--- config.mk ---
export PLATFORM = sky130hd
export DESIGN_NAME = bcd_ndigit_serial_add_sub
export DESIGN_NICKNAME = d
export VERILOG_FILES = /design/src/rtl/bcd_pkg.sv /design/src/rtl/bcd_digit_add.sv /design/src/rtl/bcd_ndigit_serial_add_sub.sv
export SDC_FILE = /design/constraint.sdc
export NUM_CORES = 1
export LEC_CHECK = 0
export BUFFER_PORTS_ARGS = -buffer_cell sky130_fd_sc_hd__buf_2
export CAP_MARGIN = 20
export CORE_MARGIN = 2
export CORE_UTILIZATION = 49
export DETAILED_ROUTE_END_ITERATION = 10
export PLACE_DENSITY = 0.75
export SYNTH_ARGS = -nofsm -noshare
export SYNTH_HDL_FRONTEND = slang
export SYNTH_SLANG_ARGS = --single-unit
--- constraint.sdc ---
create_clock -name clk -period 7.2 [get_ports clk]
set_input_delay 0.36 -clock clk [delete_from_list [all_inputs] [get_ports clk]]
set_output_delay 0.36 -clock clk [all_outputs]
set_load 0.02 [all_outputs]
--- src/rtl/bcd_pkg.sv ---
// Shared types and constants for the digit-serial BCD add/sub datapath.
package bcd_pkg;

  typedef enum logic [1:0] {
    IDLE,
    CALC,
    FIX,
    DONE
  } state_t;

  localparam logic [3:0] BCD_MAX_DIGIT = 4'd9;
  localparam logic [3:0] BCD_ADJ       = 4'd6;

  localparam logic MODE_ADD = 1'b0;
  localparam logic MODE_SUB = 1'b1;

endpackage

--- src/rtl/bcd_digit_add.sv ---
// One-digit BCD adder with decimal correction; used for both the main pass
// and the re-complement pass.
module bcd_digit_add
  import bcd_pkg::*;
(
  input  logic [3:0] a,
  input  logic [3:0] b,
  input  logic       cin,
  output logic [3:0] sum,
  output logic       cout
);

  logic [4:0] raw;

  always_comb begin
    raw = {1'b0, a} + {1'b0, b} + {4'b0000, cin};
    if (raw > {1'b0, BCD_MAX_DIGIT}) begin
      sum  = raw[3:0] + BCD_ADJ;
      cout = 1'b1;
    end else begin
      sum  = raw[3:0];
      cout = 1'b0;
    end
  end

endmodule

--- src/rtl/bcd_ndigit_serial_add_sub.sv ---
// Digit-serial BCD adder/subtractor: one digit per clock, LSD first, with
// optional sign-magnitude re-complement of negative differences.
module bcd_ndigit_serial_add_sub
  import bcd_pkg::*;
#(
  parameter int DIGITS  = 3,
  parameter int MAG_OUT = 1
) (
  input  logic                clk,
  input  logic                rst,
  input  logic                start,
  input  logic [4*DIGITS-1:0] BCD_X,
  input  logic [4*DIGITS-1:0] BCD_Y,
  input  logic                mode,
  output logic                busy,
  output logic                done,
  output logic [4*DIGITS-1:0] BCD_R,
  output logic                kout,
  output logic                neg,
  output logic                err
);

  localparam int W     = 4 * DIGITS;
  localparam int IDX_W = (DIGITS > 1) ? $clog2(DIGITS) : 1;
  localparam logic [IDX_W-1:0] LAST_IDX = IDX_W'(DIGITS - 1);

  state_t           state;
  logic [W-1:0]     x_sh;
  logic [W-1:0]     y_sh;
  logic             mode_q;
  logic             carry;
  logic [IDX_W-1:0] idx;

  logic             bad_digit;
  logic [3:0]       add_a;
  logic [3:0]       add_b;
  logic [3:0]       add_sum;
  logic             add_cout;

  always_comb begin
    bad_digit = 1'b0;
    for (int i = 0; i < DIGITS; i++) begin
      if (BCD_X[4*i +: 4] > BCD_MAX_DIGIT || BCD_Y[4*i +: 4] > BCD_MAX_DIGIT)
        bad_digit = 1'b1;
    end
  end

  // FIX reuses the same digit adder: (9 - r_i) + carry ripples the +1.
  always_comb begin
    add_a = x_sh[3:0];
    add_b = (mode_q == MODE_SUB) ? (BCD_MAX_DIGIT - y_sh[3:0]) : y_sh[3:0];
    if (state == FIX) begin
      add_a = BCD_MAX_DIGIT - BCD_R[3:0];
      add_b = 4'd0;
    end
  end

  bcd_digit_add u_digit (
    .a    (add_a),
    .b    (add_b),
    .cin  (carry),
    .sum  (add_sum),
    .cout (add_cout)
  );

  always_ff @(posedge clk) begin
    if (rst) begin
      state  <= IDLE;
      x_sh   <= '0;
      y_sh   <= '0;
      mode_q <= MODE_ADD;
      carry  <= 1'b0;
      idx    <= '0;
      busy   <= 1'b0;
      done   <= 1'b0;
      BCD_R  <= '0;
      kout   <= 1'b0;
      neg    <= 1'b0;
      err    <= 1'b0;
    end else begin
      done <= 1'b0;
      case (state)
        IDLE: begin
          if (start) begin
            x_sh   <= BCD_X;
            y_sh   <= BCD_Y;
            mode_q <= mode;
            idx    <= '0;
            carry  <= (mode == MODE_SUB);
            neg    <= 1'b0;
            kout   <= 1'b0;
            BCD_R  <= '0;
            err    <= bad_digit;
            busy   <= 1'b1;
            state  <= CALC;
          end
        end
        CALC: begin
          // An invalid operand spends this cycle idle so error latency is two cycles.
          if (err) begin
            state <= DONE;
          end else begin
            x_sh  <= x_sh >> 4;
            y_sh  <= y_sh >> 4;
            BCD_R <= (BCD_R >> 4) | (W'(add_sum) << (W - 4));
            carry <= add_cout;
            if (idx == LAST_IDX) begin
              idx  <= '0;
              kout <= add_cout;
              if (mode_q == MODE_SUB && !add_cout && MAG_OUT != 0) begin
                carry <= 1'b1;
                state <= FIX;
              end else begin
                state <= DONE;
              end
            end else begin
              idx <= idx + IDX_W'(1);
            end
          end
        end
        FIX: begin
          BCD_R <= (BCD_R >> 4) | (W'(add_sum) << (W - 4));
          carry <= add_cout;
          if (idx == LAST_IDX) begin
            idx   <= '0;
            neg   <= 1'b1;
            state <= DONE;
          end else begin
            idx <= idx + IDX_W'(1);
          end
        end
        DONE: begin
          done  <= 1'b1;
          busy  <= 1'b0;
          state <= IDLE;
        end
        default: state <= IDLE;
      endcase
    end
  end

endmodule

==> summary.txt, run 1 <==
Run status
  • Outcome: finished clean

Worst setup path
  • Worst Reg-to-Reg Cells: 11
  • Worst Path Class, Setup: flop to flop
  • R2r setup slk: 4.11 ns
  • CP max stage delay: approximately 0.46 ns
  • Worst-path cell chain: inv_1 > ha_1 > nand2b_1 > fa_1 > inv_1 > fa_1 > o22a_1 > o221ai_2 > o31ai_4 > o311ai_1 > a21oi_1
  • RR Startpoint: state[0]
  • Critical Path Slowest Stage Cell: fa_1
  • Data required, critical path: 7.35 ns
  • CP max FO: 8
  • Worst Setup End Kind: flop
  • WP data arrival: around 3.3 ns
  • Crit start category: flop
  • RR Endpoint: state[0]

STA
  • Final Hold Viols: 0
  • Clock skew: roughly 0.0050 ns
  • Setup-failing EPs final: 0
  • FMAX: between 0.3 and 0.4 GHz
  • Unrepaired setup endpoints after global routing: false
  • Rel. slew slack: a little under half
  • Period utilization: around 43%
  • Worst-Margin Slew: roughly 0.8 ns
  • Final max-slew violation count: 0
  • Min Tclk post-route: about 3.1 ns
  • Setup tns final: 0 ns

Power
  • Flop pwr share: slightly below 30%
  • Clock power frac: approximately 14%
  • Max IR drop VDD: approximately 0.20 mV
  • Total leakage power: approximately 1.2 nW
  • P_sw: between 0.6 and 0.7 mW
  • Logic pwr share: roughly 56%
  • Cell Int Power: a little under 0.8 mW
  • Net Sw Frac: a little over two fifths
  • Power consumption: approximately 1.4 mW
  • PwrDens: 494.5 nW/um^2

Clocking
  • Maximum root-to-sink buffer count: 2
  • Root Buffer Master: clkbuf_8
  • Clk_lat worst skew: 0.30 ns
  • Cts hold-fix bufs: 0
  • Clk slew on worst S/H paths: roughly 0.080 ns
  • Total CTS buffers: 5
  • Post-CTS setup buffers: 0
  • H-tree depth: 2
  • Num Clock Sinks: 47
  • PostCTS Resize Cnt: 0
  • CTS tree: yes

Layout
  • Diodes inserted: 0
  • Nets: roughly 370
  • Layout fillers: 450
  • Layout cell share with drive strength beyond 1: 18.77%
  • FF+latch area: about 940 um^2
  • Multi-input gate area: 1393 um^2
  • Area growth, synth to finish: 15.09%
  • Commonest non-fill, non-tap cell in the layout: dfxtp_1
  • Most frequent cells in the layout: dfxtp_1 (47), buf_2 (44), nor2_1 (41)

Floorplan
  • DIE HEIGHT: around 75 um
  • Rows: 25
  • Die ar.: around 5600 um^2
  • Core area: approximately 4800 um^2
  • Die Wd: 74.66 um
  • Initial Utilization: 51.45%
  • I/O pin cnt: 45

Detailed routing
  • Via count: ~2,100
  • First-pass DRT Iterations: 4
  • DR DRC count: 0
  • Vias/cell: between 5 and 6
  • Routed WL per cell: 12.57 um
  • DRT iter0 DRCs: 74
  • ANT nets after route: 0
  • Overall routed net length: around 4.9 mm

Logic synthesis
  • Post-synth ARST share: 0%
  • Most common flop cell mapped by yosys: dfxtp_1
  • Mapped Area: about 2400 um^2
  • Seq cells post-synth: 47
  • Mapped Cells: 289
  • Ys Warns: 0
  • Syn Nets: between 300 and 400
  • Post-synth EDFFs: 0
  • Sequential fraction of the synthesis area: 38.47%
  • Synth Area per Inst: about 8.5 um^2
  • Synth cell types: 38

Hold path
  • Hold path depth: 3
  • Hold Path Class: input pin to flop
  • Hold path endpoint: mode_q
  • Worst hold start: mode

Global route
  • Largest net degree at the start of global routing: 47
  • Vias in the first global route: ~2,000
  • First-pass GRT wire length: roughly 8.6 mm
  • GRT overflow: 0
  • Antenna violations before repair: 0
  • GR Util All Layers: roughly a fifth

Placement
  • RD Place Congestion: 0.8315
  • HPWL after detailed placement: around 3.7 mm
  • I/O Buffers: 44

Run
  • Max-Cap Viols: 0
state kept, by name, indices dropped and copies added, names as in the netlist:
signal	flops
BCD_R	12
busy	1
carry	1
done	1
err	1
idx	2
kout	1
mode_q	1
neg	1
state	2
x_sh	12
y_sh	12
cell type report:
| type | count | share of cell area, % |
|---|---|---|
| Clock buffer | 6 | 2.933 |
| Clock inverter | 2 | 1.244 |
| Inverter | 10 | 1.333 |
| Multi-Input combinational cell | 213 | 49.47 |
| Sequential cell | 47 | 33.42 |
| Tap cell | 67 | 2.978 |
| Timing Repair Buffer | 47 | 8.622 |
layer usage:
layer  GRT usage (%)  vias to the layer above  wire length (um)
met5               0                        -                 0
met4           8.333                        0               110
met3           3.614                        9               227
met2           33.63                       56              2293
met1           24.90                      950              2296
li1                -                     1081                 -
cells by family (layout without fill, tap and decap cells):
group | count (synthesis) | in the layout | synth area share (%)
muxes | 22 | 22 | 9.156
xor gates and xnor gates | 6 | 6 | 2.149
and+or+nand+nor | 101 | 101 | 19.34
DFF | 47 | 47 | 38.47
AOI/OAI and AO/OA | 71 | 71 | 18.87
adders and majority gates | 13 | 13 | 7.263
buffers and inverters | 29 | 65 | 4.757
synth_stat cells (3+ instances only):
library cell | count | area, um^2
xnor2_1 | 3 | 26.28
ha_1 | 11 | 137.6
buf_2 | 6 | 30.03
mux2i_1 | 19 | 190.2
a21oi_1 | 30 | 150.1
nor3b_1 | 8 | 60.06
nor3_1 | 4 | 20.02
nor2_1 | 41 | 153.9
nand3_1 | 10 | 50.05
nand2b_1 | 4 | 25.02
a22o_1 | 3 | 26.28
clkbuf_1 | 12 | 45.04
o21ai_0 | 8 | 40.04
mux2_2 | 3 | 33.78
xor2_1 | 3 | 26.28
inv_1 | 10 | 37.54
a211oi_1 | 17 | 127.6
nor2b_1 | 4 | 25.02
and2_1 | 3 | 18.77
nand2_1 | 22 | 82.58
dfxtp_1 | 47 | 940.9
worst max-delay path: cells and delay by family, from the launching register on:
family	cells	cell delay, ns
simple gates	1	0.20
compound gates	5	0.93
flops	1	0.44
buf+inv	2	0.22
fa+ha+maj	3	1.15
metrics by stage:
| stage | cell area [um^2] | worst slack [ns] | std cells | utilization, % | hold slack, ns |
|---|---|---|---|---|---|
| floorplan | 2446 | 4.309 | 289 | - | 0.4488 |
| global placement | 2698 | 4.219 | 384 | 56.74 | 0.4530 |
| detailed placement | 2698 | 4.108 | 384 | 56.74 | 0.4627 |
| CTS | 2815 | 4.091 | 392 | 59.21 | 0.3340 |
| global route | 2815 | 3.905 | 392 | 59.21 | 0.3364 |
| finish | 2815 | 4.107 | 392 | 59.21 | 0.3455 |
worst max path at each step:
stage / from / to / cells after the start
CTS: state[0] / state[0] / 11
global placement: state[0] / state[0] / 11
detailed placement: state[0] / state[0] / 11
global route: state[0] / state[0] / 11
floorplan: state[0] / state[0] / 12
finish: state[0] / state[0] / 11
power by group through the flow:
| stage | logic, mW | registers (mW) | clock network [mW] |
|---|---|---|---|
| after floorplan | 0.643 | 0.413 | 0 |
| after global placement | 0.778 | 0.410 | 0 |
| after detailed placement | 0.791 | 0.413 | 0 |
| after CTS | 0.794 | 0.407 | 0.204 |
| after global routing | 0.892 | 0.418 | 0.211 |
| final | 0.786 | 0.407 | 0.199 |
No activity file was read; power rests on OpenSTA's default activity.
==> run 2: changes to the inputs <==
--- a/config.mk
+++ b/config.mk
@@ -5,12 +5,13 @@
 export SDC_FILE = /design/constraint.sdc
 export NUM_CORES = 1
 export LEC_CHECK = 0
+export ABC_AREA = 1
 export BUFFER_PORTS_ARGS = -buffer_cell sky130_fd_sc_hd__buf_2
 export CAP_MARGIN = 20
 export CORE_MARGIN = 2
 export CORE_UTILIZATION = 49
 export DETAILED_ROUTE_END_ITERATION = 10
-export PLACE_DENSITY = 0.75
+export PLACE_DENSITY = 0.77
 export SYNTH_ARGS = -nofsm -noshare
 export SYNTH_HDL_FRONTEND = slang
 export SYNTH_SLANG_ARGS = --single-unit
==> constraint.sdc (replaced) <==
create_clock -name clk -period 2.5 [get_ports clk]
set_input_delay 0.125 -clock clk [delete_from_list [all_inputs] [get_ports clk]]
set_output_delay 0.125 -clock clk [all_outputs]
set_load 0.02 [all_outputs]
==> run 2 against run 1 <==
Largest cell class unchanged; fmax is 27% higher; clock power up 130%; critical endpoint unchanged; flip-flop and latch count unchanged; setup slack worse by 4.0 ns.
==> summary.txt, run 2 <==
Run status
  • Outcome: finished clean

STA
  • Final max-slew violation count: 0
  • Period utilization: 97.56%
  • Smallest hold slack: between 0.08 and 0.09 ns
  • Rel. slew slack: about three fifths
  • Final Hold Viols: 0
  • Clock skew: 0.008032 ns
  • FMAX: between 0.4 and 0.5 GHz
  • Min Tclk post-route: approximately 2.4 ns
  • Setup-failing EPs final: 0
  • Worst-Margin Slew: between 0.5 and 0.6 ns

Global route
  • First-pass GRT wire length: 8.728 mm
  • GRT overflow: 0
  • Largest net degree at the start of global routing: 42
  • Vias in the first global route: between 1,500 and 2,000
  • GR Util All Layers: about a fifth
  • Antenna violations before repair: 0

Placement
  • Placement-stage cell area: 2688 um^2
  • I/O Buffers: 44
  • RD Place Congestion: approximately 0.81
  • HPWL after detailed placement: roughly 3.7 mm

Layout
  • Nets: roughly 400
  • Layout fillers: 465
  • Finished Cell Area: approximately 2800 um^2
  • Diodes inserted: 0
  • Layout cell share with drive strength beyond 1: 24.79%
  • Commonest non-fill, non-tap cell in the layout: nand2_1
  • Most frequent cells in the layout: nand2_1 (71), dfxtp_1 (45), buf_2 (44)
  • Area growth, synth to finish: 15.75%
  • Biggest registers after layout: BCD_R (12), x_sh (12), y_sh (12)

Worst setup path
  • Worst Reg-to-Reg Cells: 13
  • CP max stage delay: 0.46 ns
  • Most used cell, CP: inv_2
  • Data required, critical path: 2.69 ns
  • Worst Setup End Kind: flop
  • CP max FO: 5
  • Worst Path Class, Setup: flop to flop
  • WP data arrival: between 2 and 3 ns
  • Worst-path cell chain: inv_1 > ha_2 > a21oi_2 > o21ai_1 > fa_2 > inv_2 > fa_1 > inv_2 > nand2_2 > nand3_4 > nand2_4 > o21bai_1 > a21oi_1
  • Crit-path leading delay family: adder cells
  • RR Startpoint: state[0]
  • R2r setup slk: about 0.061 ns
  • CP Depth: 13
  • Crit start category: flop
  • Critical Path Slowest Stage Cell: fa_1
  • Crit path buf inv count: 3
  • Critical path origin: state[0]
  • RR Endpoint: state[0]

Floorplan
  • Die ar.: around 5600 um^2
  • Rows: 25
  • Core area: roughly 4800 um^2
  • DIE HEIGHT: between 70 and 80 um
  • I/O pin cnt: 45
  • Initial Utilization: about half
  • Die Wd: 74.66 um

Clocking
  • CTS tree: yes
  • Clk_lat worst skew: 0.30 ns
  • Num Clock Sinks: 47
  • Root Buffer Master: clkbuf_8
  • Total CTS buffers: 5
  • H-tree depth: 2
  • Maximum root-to-sink buffer count: 2
  • Cts hold-fix bufs: 0
  • Clk slew on worst S/H paths: roughly 0.09 ns

Run
  • Max-Cap Viols: 0

Logic synthesis
  • Synth Area per Inst: about 7.6 um^2
  • Mapped Area: 2446 um^2
  • Sequential fraction of the synthesis area: between 30% and 40%
  • Syn Nets: roughly 360
  • Synth cell types: 33
  • Mapped Cells: between 300 and 400
  • Commonest cells in the netlist: nand2_1 (73), dfxtp_1 (47), a21oi_1 (37), inv_1 (29), o21ai_0 (21)
  • Most numerous cell in the Yosys netlist: nand2_1
  • Seq cells post-synth: 47
  • Post-synth EDFFs: 0
  • Ys Warns: 0
  • Largest area contributor in the netlist: dfxtp_1
  • Top-area cell type share of the netlist area: between 30 and 40%
  • Top cells by area, synth: dfxtp_1 (38%), nand2_1 (11%), a21oi_1 (7.6%)
  • Most common flop cell mapped by yosys: dfxtp_1
  • Post-synth ARST share: 0%

Hold path
  • Hold path endpoint: y_sh[4]
  • Worst hold start: BCD_Y[4]
  • Hold path depth: 3
  • Hold Path Class: input pin to flop

Power
  • PwrDens: about 1400 nW/um^2
  • Flop pwr share: between 20% and 30%
  • P_sw: roughly 1.9 mW
  • Max IR drop VDD: just under 0.8 mV
  • Clock power frac: 11.6%
  • Logic pwr share: between 50% and 60%
  • Net Sw Frac: slightly below 50%
  • Cell Int Power: approximately 2 mW
  • Total leakage power: 1.227 nW

Detailed routing
  • Vias/cell: about 5.3
  • Overall routed net length: 5.233 mm
  • First-pass DRT Iterations: 4
  • Routed WL per cell: roughly 12 um
  • DR DRC count: 0
  • ANT nets after route: 0
  • Via count: 2,258
  • DRT iter0 DRCs: ~110
## run 2: final cells by class
cell class / instances / area, um^2 / area share, %
repair buffers: 51 / 272.8 / 9.633
well taps: 67 / 83.83 / 2.961
clock buffers: 5 / 68.82 / 2.430
flip-flops and latches: 47 / 943.4 / 33.32
inverters: 32 / 132.6 / 4.684
multi-input cells: 225 / 1305 / 46.09
clock inverters: 3 / 25.02 / 0.8838
## run 2: tightest hold or removal path, cell delays in order
cell	delay, ns
buf_2	0.10
nand2_1	0.05
a31oi_1	0.07
## run 2: cells by family after synthesis
logic type / synth area share [%]
xor gates and xnor gates: 1.023
AOI/OAI and AO/OA: 22.76
adders and majority gates: 7.263
DFF: 38.47
buffers and inverters: 9.821
and+or+nand+nor: 20.67
## run 2: per-layer routing
metal,share of wire (%),vias up,track usage (%),routed length (um)
met2,47,58,34.02,2445
met5,0,-,0,0
met4,2.2,0,4.563,114
li1,-,1163,-,-
met1,47,1026,26.21,2450
met3,4.3,11,4.150,223
## run 2: through the flow
stage          TNS, ns  instances  utilization (%)  setup slack, ns  power, mW
3_5_place_dp   -0.1184        421            56.53         -0.05788      3.320
3_3_place_gp         0        421            56.53          0.08445      3.265
2_1_floorplan        0        320                -          0.03757      2.998
5_1_grt        -0.1720        430            59.55         -0.05798      4.353
6_report             0        430            59.55          0.06109      3.998
4_1_cts              0        429            58.55          0.01602      3.826
## run 2: timing repair
action | in CTS | in global routing
endpoints found under the hold margin | 0 | 0
setup buffers | 0 | 1
pin swaps | 0 | 3
gates resized for setup | 3 | 13
endpoints found under the setup margin | 3 | 6
## run 2: how the worst max path moves through the flow
stage,endpoint,slack (ns)
after floorplan,state[0],0.04
after global placement,BCD_R[9],0.08
after detailed placement,state[0],-0.06
after CTS,BCD_R[9],0.02
after global routing,BCD_R[10],-0.06
final,state[0],0.06
## run 2: power by group through the flow
| stage | clock [mW] | combinational (mW) | sequential, mW |
|---|---|---|---|
| 6_report | 0.462 | 2.37 | 1.16 |
| 5_1_grt | 0.513 | 2.64 | 1.20 |
| 4_1_cts | 0.479 | 2.20 | 1.15 |
| 3_5_place_dp | 0 | 2.15 | 1.17 |
| 3_3_place_gp | 0 | 2.10 | 1.16 |
| 2_1_floorplan | 0 | 1.80 | 1.20 |
==> run 3: changes to the inputs <==
--- a/config.mk
+++ b/config.mk
@@ -10,8 +10,9 @@
 export CAP_MARGIN = 20
 export CORE_MARGIN = 2
 export CORE_UTILIZATION = 49
+export CTS_CLUSTER_DIAMETER = 80
 export DETAILED_ROUTE_END_ITERATION = 10
-export PLACE_DENSITY = 0.77
+export PLACE_DENSITY = 0.75
 export SYNTH_ARGS = -nofsm -noshare
 export SYNTH_HDL_FRONTEND = slang
 export SYNTH_SLANG_ARGS = --single-unit
==> constraint.sdc (replaced) <==
create_clock -name clk -period 2.8 [get_ports clk]
set_input_delay 0.14 -clock clk [delete_from_list [all_inputs] [get_ports clk]]
set_output_delay 0.14 -clock clk [all_outputs]
set_load 0.02 [all_outputs]
==> run 3 against run 2 <==
Power is 16% lower; combinational power down 19%; flip-flop and latch count stayed put; critical path depth unchanged; global-route usage is 0.40 points higher; first-iteration DRC count decreased by 56%; cell count is 0.93% lower; sequential power is 10% lower; setup slack better by 0.12 ns; cell area decreased by 2.7%; clock power down 15%; non-clock buffer count is 4 lower; critical endpoint unchanged.
==> summary.txt, run 3 (synthesis results as in run 2) <==
Run status
  • Outcome: finished clean

STA
  • Setup-failing EPs final: 0
  • Unrepaired setup endpoints after global routing: false
  • Period utilization: 93.39%
  • Rel. slew slack: between 60% and 70%
  • Fin worst setup slack: approximately 0.18 ns
  • Worst-Margin Slew: between 0.5 and 0.6 ns
  • Setup tns final: 0 ns
  • FMAX: between 0.3 and 0.4 GHz
  • Clock skew: approximately 0.0037 ns
  • Final Hold Viols: 0
  • Final max-slew violation count: 0
  • Min Tclk post-route: 2.615 ns

Worst setup path
  • Data required, critical path: around 3.0 ns
  • Worst Setup End Kind: flop
  • Crit start category: flop
  • Worst Path Class, Setup: flop to flop
  • R2r setup slk: ~0.18 ns
  • WP data arrival: around 2.8 ns
  • CP max FO: 5

Global route
  • Antenna violations before repair: 0
  • Top Usage Layer GRT: met2
  • Met2 GRT Util: between 30 and 40%
  • GR Util met3: approximately 4.4%
  • GRT met1 Usage: a little over a quarter
  • GRT overflow: 0
  • GR Util All Layers: roughly 20%
  • First-pass GRT wire length: approximately 8.7 mm
  • Vias in the first global route: 1,940
  • Largest net degree at the start of global routing: 42

Floorplan
  • Die ar.: between 5000 and 6000 um^2
  • Initial Utilization: 51.45%
  • Core area: 4755 um^2
  • Die Wd: 74.66 um
  • I/O pin cnt: 45
  • DIE HEIGHT: around 75 um
  • Rows: 25

Detailed routing
  • Via count: between 2,000 and 2,500
  • DRT iter0 DRCs: about 50
  • First-pass DRT Iterations: 4
  • Routed WL per cell: roughly 12 um
  • ANT nets after route: 0
  • Overall routed net length: between 5 and 6 mm
  • Vias/cell: a little over 5
  • DR DRC count: 0

Power
  • Clock power frac: 11.8%
  • Total leakage power: between 1 and 1.5 nW
  • Logic pwr share: about 57%
  • Max IR drop VDD: roughly 0.58 mV
  • Net Sw Frac: between 40% and 50%
  • Cell Int Power: about 1.7 mW
  • PwrDens: ~1200 nW/um^2
  • P_sw: between 1.5 and 2 mW
  • Flop pwr share: between 30% and 40%

Clocking
  • CTS tree: yes
  • Total CTS buffers: 5
  • PostCTS Resize Cnt: 0
  • Maximum root-to-sink buffer count: 2
  • Num Clock Sinks: between 40 and 50
  • Cts hold-fix bufs: 0
  • Clk slew on worst S/H paths: ~0.080 ns
  • Post-CTS setup buffers: 0
  • Root Buffer Master: clkbuf_8
  • Clk_lat worst skew: 0.30 ns
  • H-tree depth: 2

Placement
  • Pre-CTS setup slack: between 0.05 and 0.06 ns
  • HPWL after detailed placement: between 3 and 4 mm
  • I/O Buffers: 44
  • RD Place Congestion: 0.8017

Run
  • Max-Cap Viols: 0

Layout
  • Diodes inserted: 0
  • Most frequent cells in the layout: nand2_1 (72), dfxtp_1 (46), buf_2 (44)
  • Area growth, synth to finish: 12.63%
  • Nets: approximately 400
  • Layout cell share with drive strength beyond 1: between 20% and 30%
  • Biggest registers after layout: BCD_R (12), x_sh (12), y_sh (12)
  • Commonest non-fill, non-tap cell in the layout: nand2_1

Hold path
  • Hold Path Class: input pin to flop
[run 3: cell count changes in the layout (fill, tap and decap cells not counted), sizes merged]
cell      delta
clkinvlp     -1
clkinv       +1
buf          -4
[run 3: worst paths after layout]
| path | from | endpoint | cells after the start |
|---|---|---|---|
| worst max register to register | state[0] | state[0] | 13 |
| worst max-delay path | state[0] | state[0] | 13 |
| worst min register to register | x_sh[9] | x_sh[9] | 2 |
| worst min-delay path | BCD_Y[4] | y_sh[4] | 3 |
[run 3: area by class of cell]
type / instances / area [um^2]
fill: 471 / 1999
clock buffer: 5 / 68.82
sequential: 47 / 942.2
timing repair buffer: 47 / 242.7
inverter: 32 / 132.6
tap: 67 / 83.83
multi-input combinational: 225 / 1270
clock inverter: 3 / 15.01
[run 3: stage by stage]
stage          power [mW]  instances  area [um^2]  utilization [%]  hold WS (ns)
3_5_place_dp        2.958        418         2665            56.05        0.4150
3_3_place_gp        2.899        418         2665            56.05        0.4099
2_1_floorplan       2.677        320         2446                -        0.2988
4_1_cts             3.362        426         2749            57.82       0.08462
5_1_grt             3.681        426         2755            57.95       0.09023
6_report            3.349        426         2755            57.95       0.09492
[run 3: power by group through the flow]
| stage | Clock, mW | Sequential [mW] | Combinational [mW] |
|---|---|---|---|
| 2_1_floorplan | 0 | 1.07 | 1.61 |
| 3_3_place_gp | 0 | 1.04 | 1.86 |
| 3_5_place_dp | 0 | 1.04 | 1.91 |
| 4_1_cts | 0.409 | 1.03 | 1.92 |
| 5_1_grt | 0.441 | 1.07 | 2.17 |
| 6_report | 0.394 | 1.04 | 1.92 |
[run 3: worst max-delay path, cell delays in order, from the launching register on]
cell and delay, ns:
dfxtp_2 0.37, inv_1 0.11, ha_1 0.23, a21oi_1 0.12
o21ai_0 0.12, fa_1 0.37, inv_1 0.10, fa_1 0.45
inv_2 0.10, nand2_2 0.07, nand3_2 0.13, nand2_2 0.10
o21bai_1 0.14, a21oi_1 0.08
[run 3: metal layers]
metal	vias up	routed length (um)
met4	0	41
met1	979	2455
met2	48	2474
met3	4	224
li1	1155	-
met5	-	0
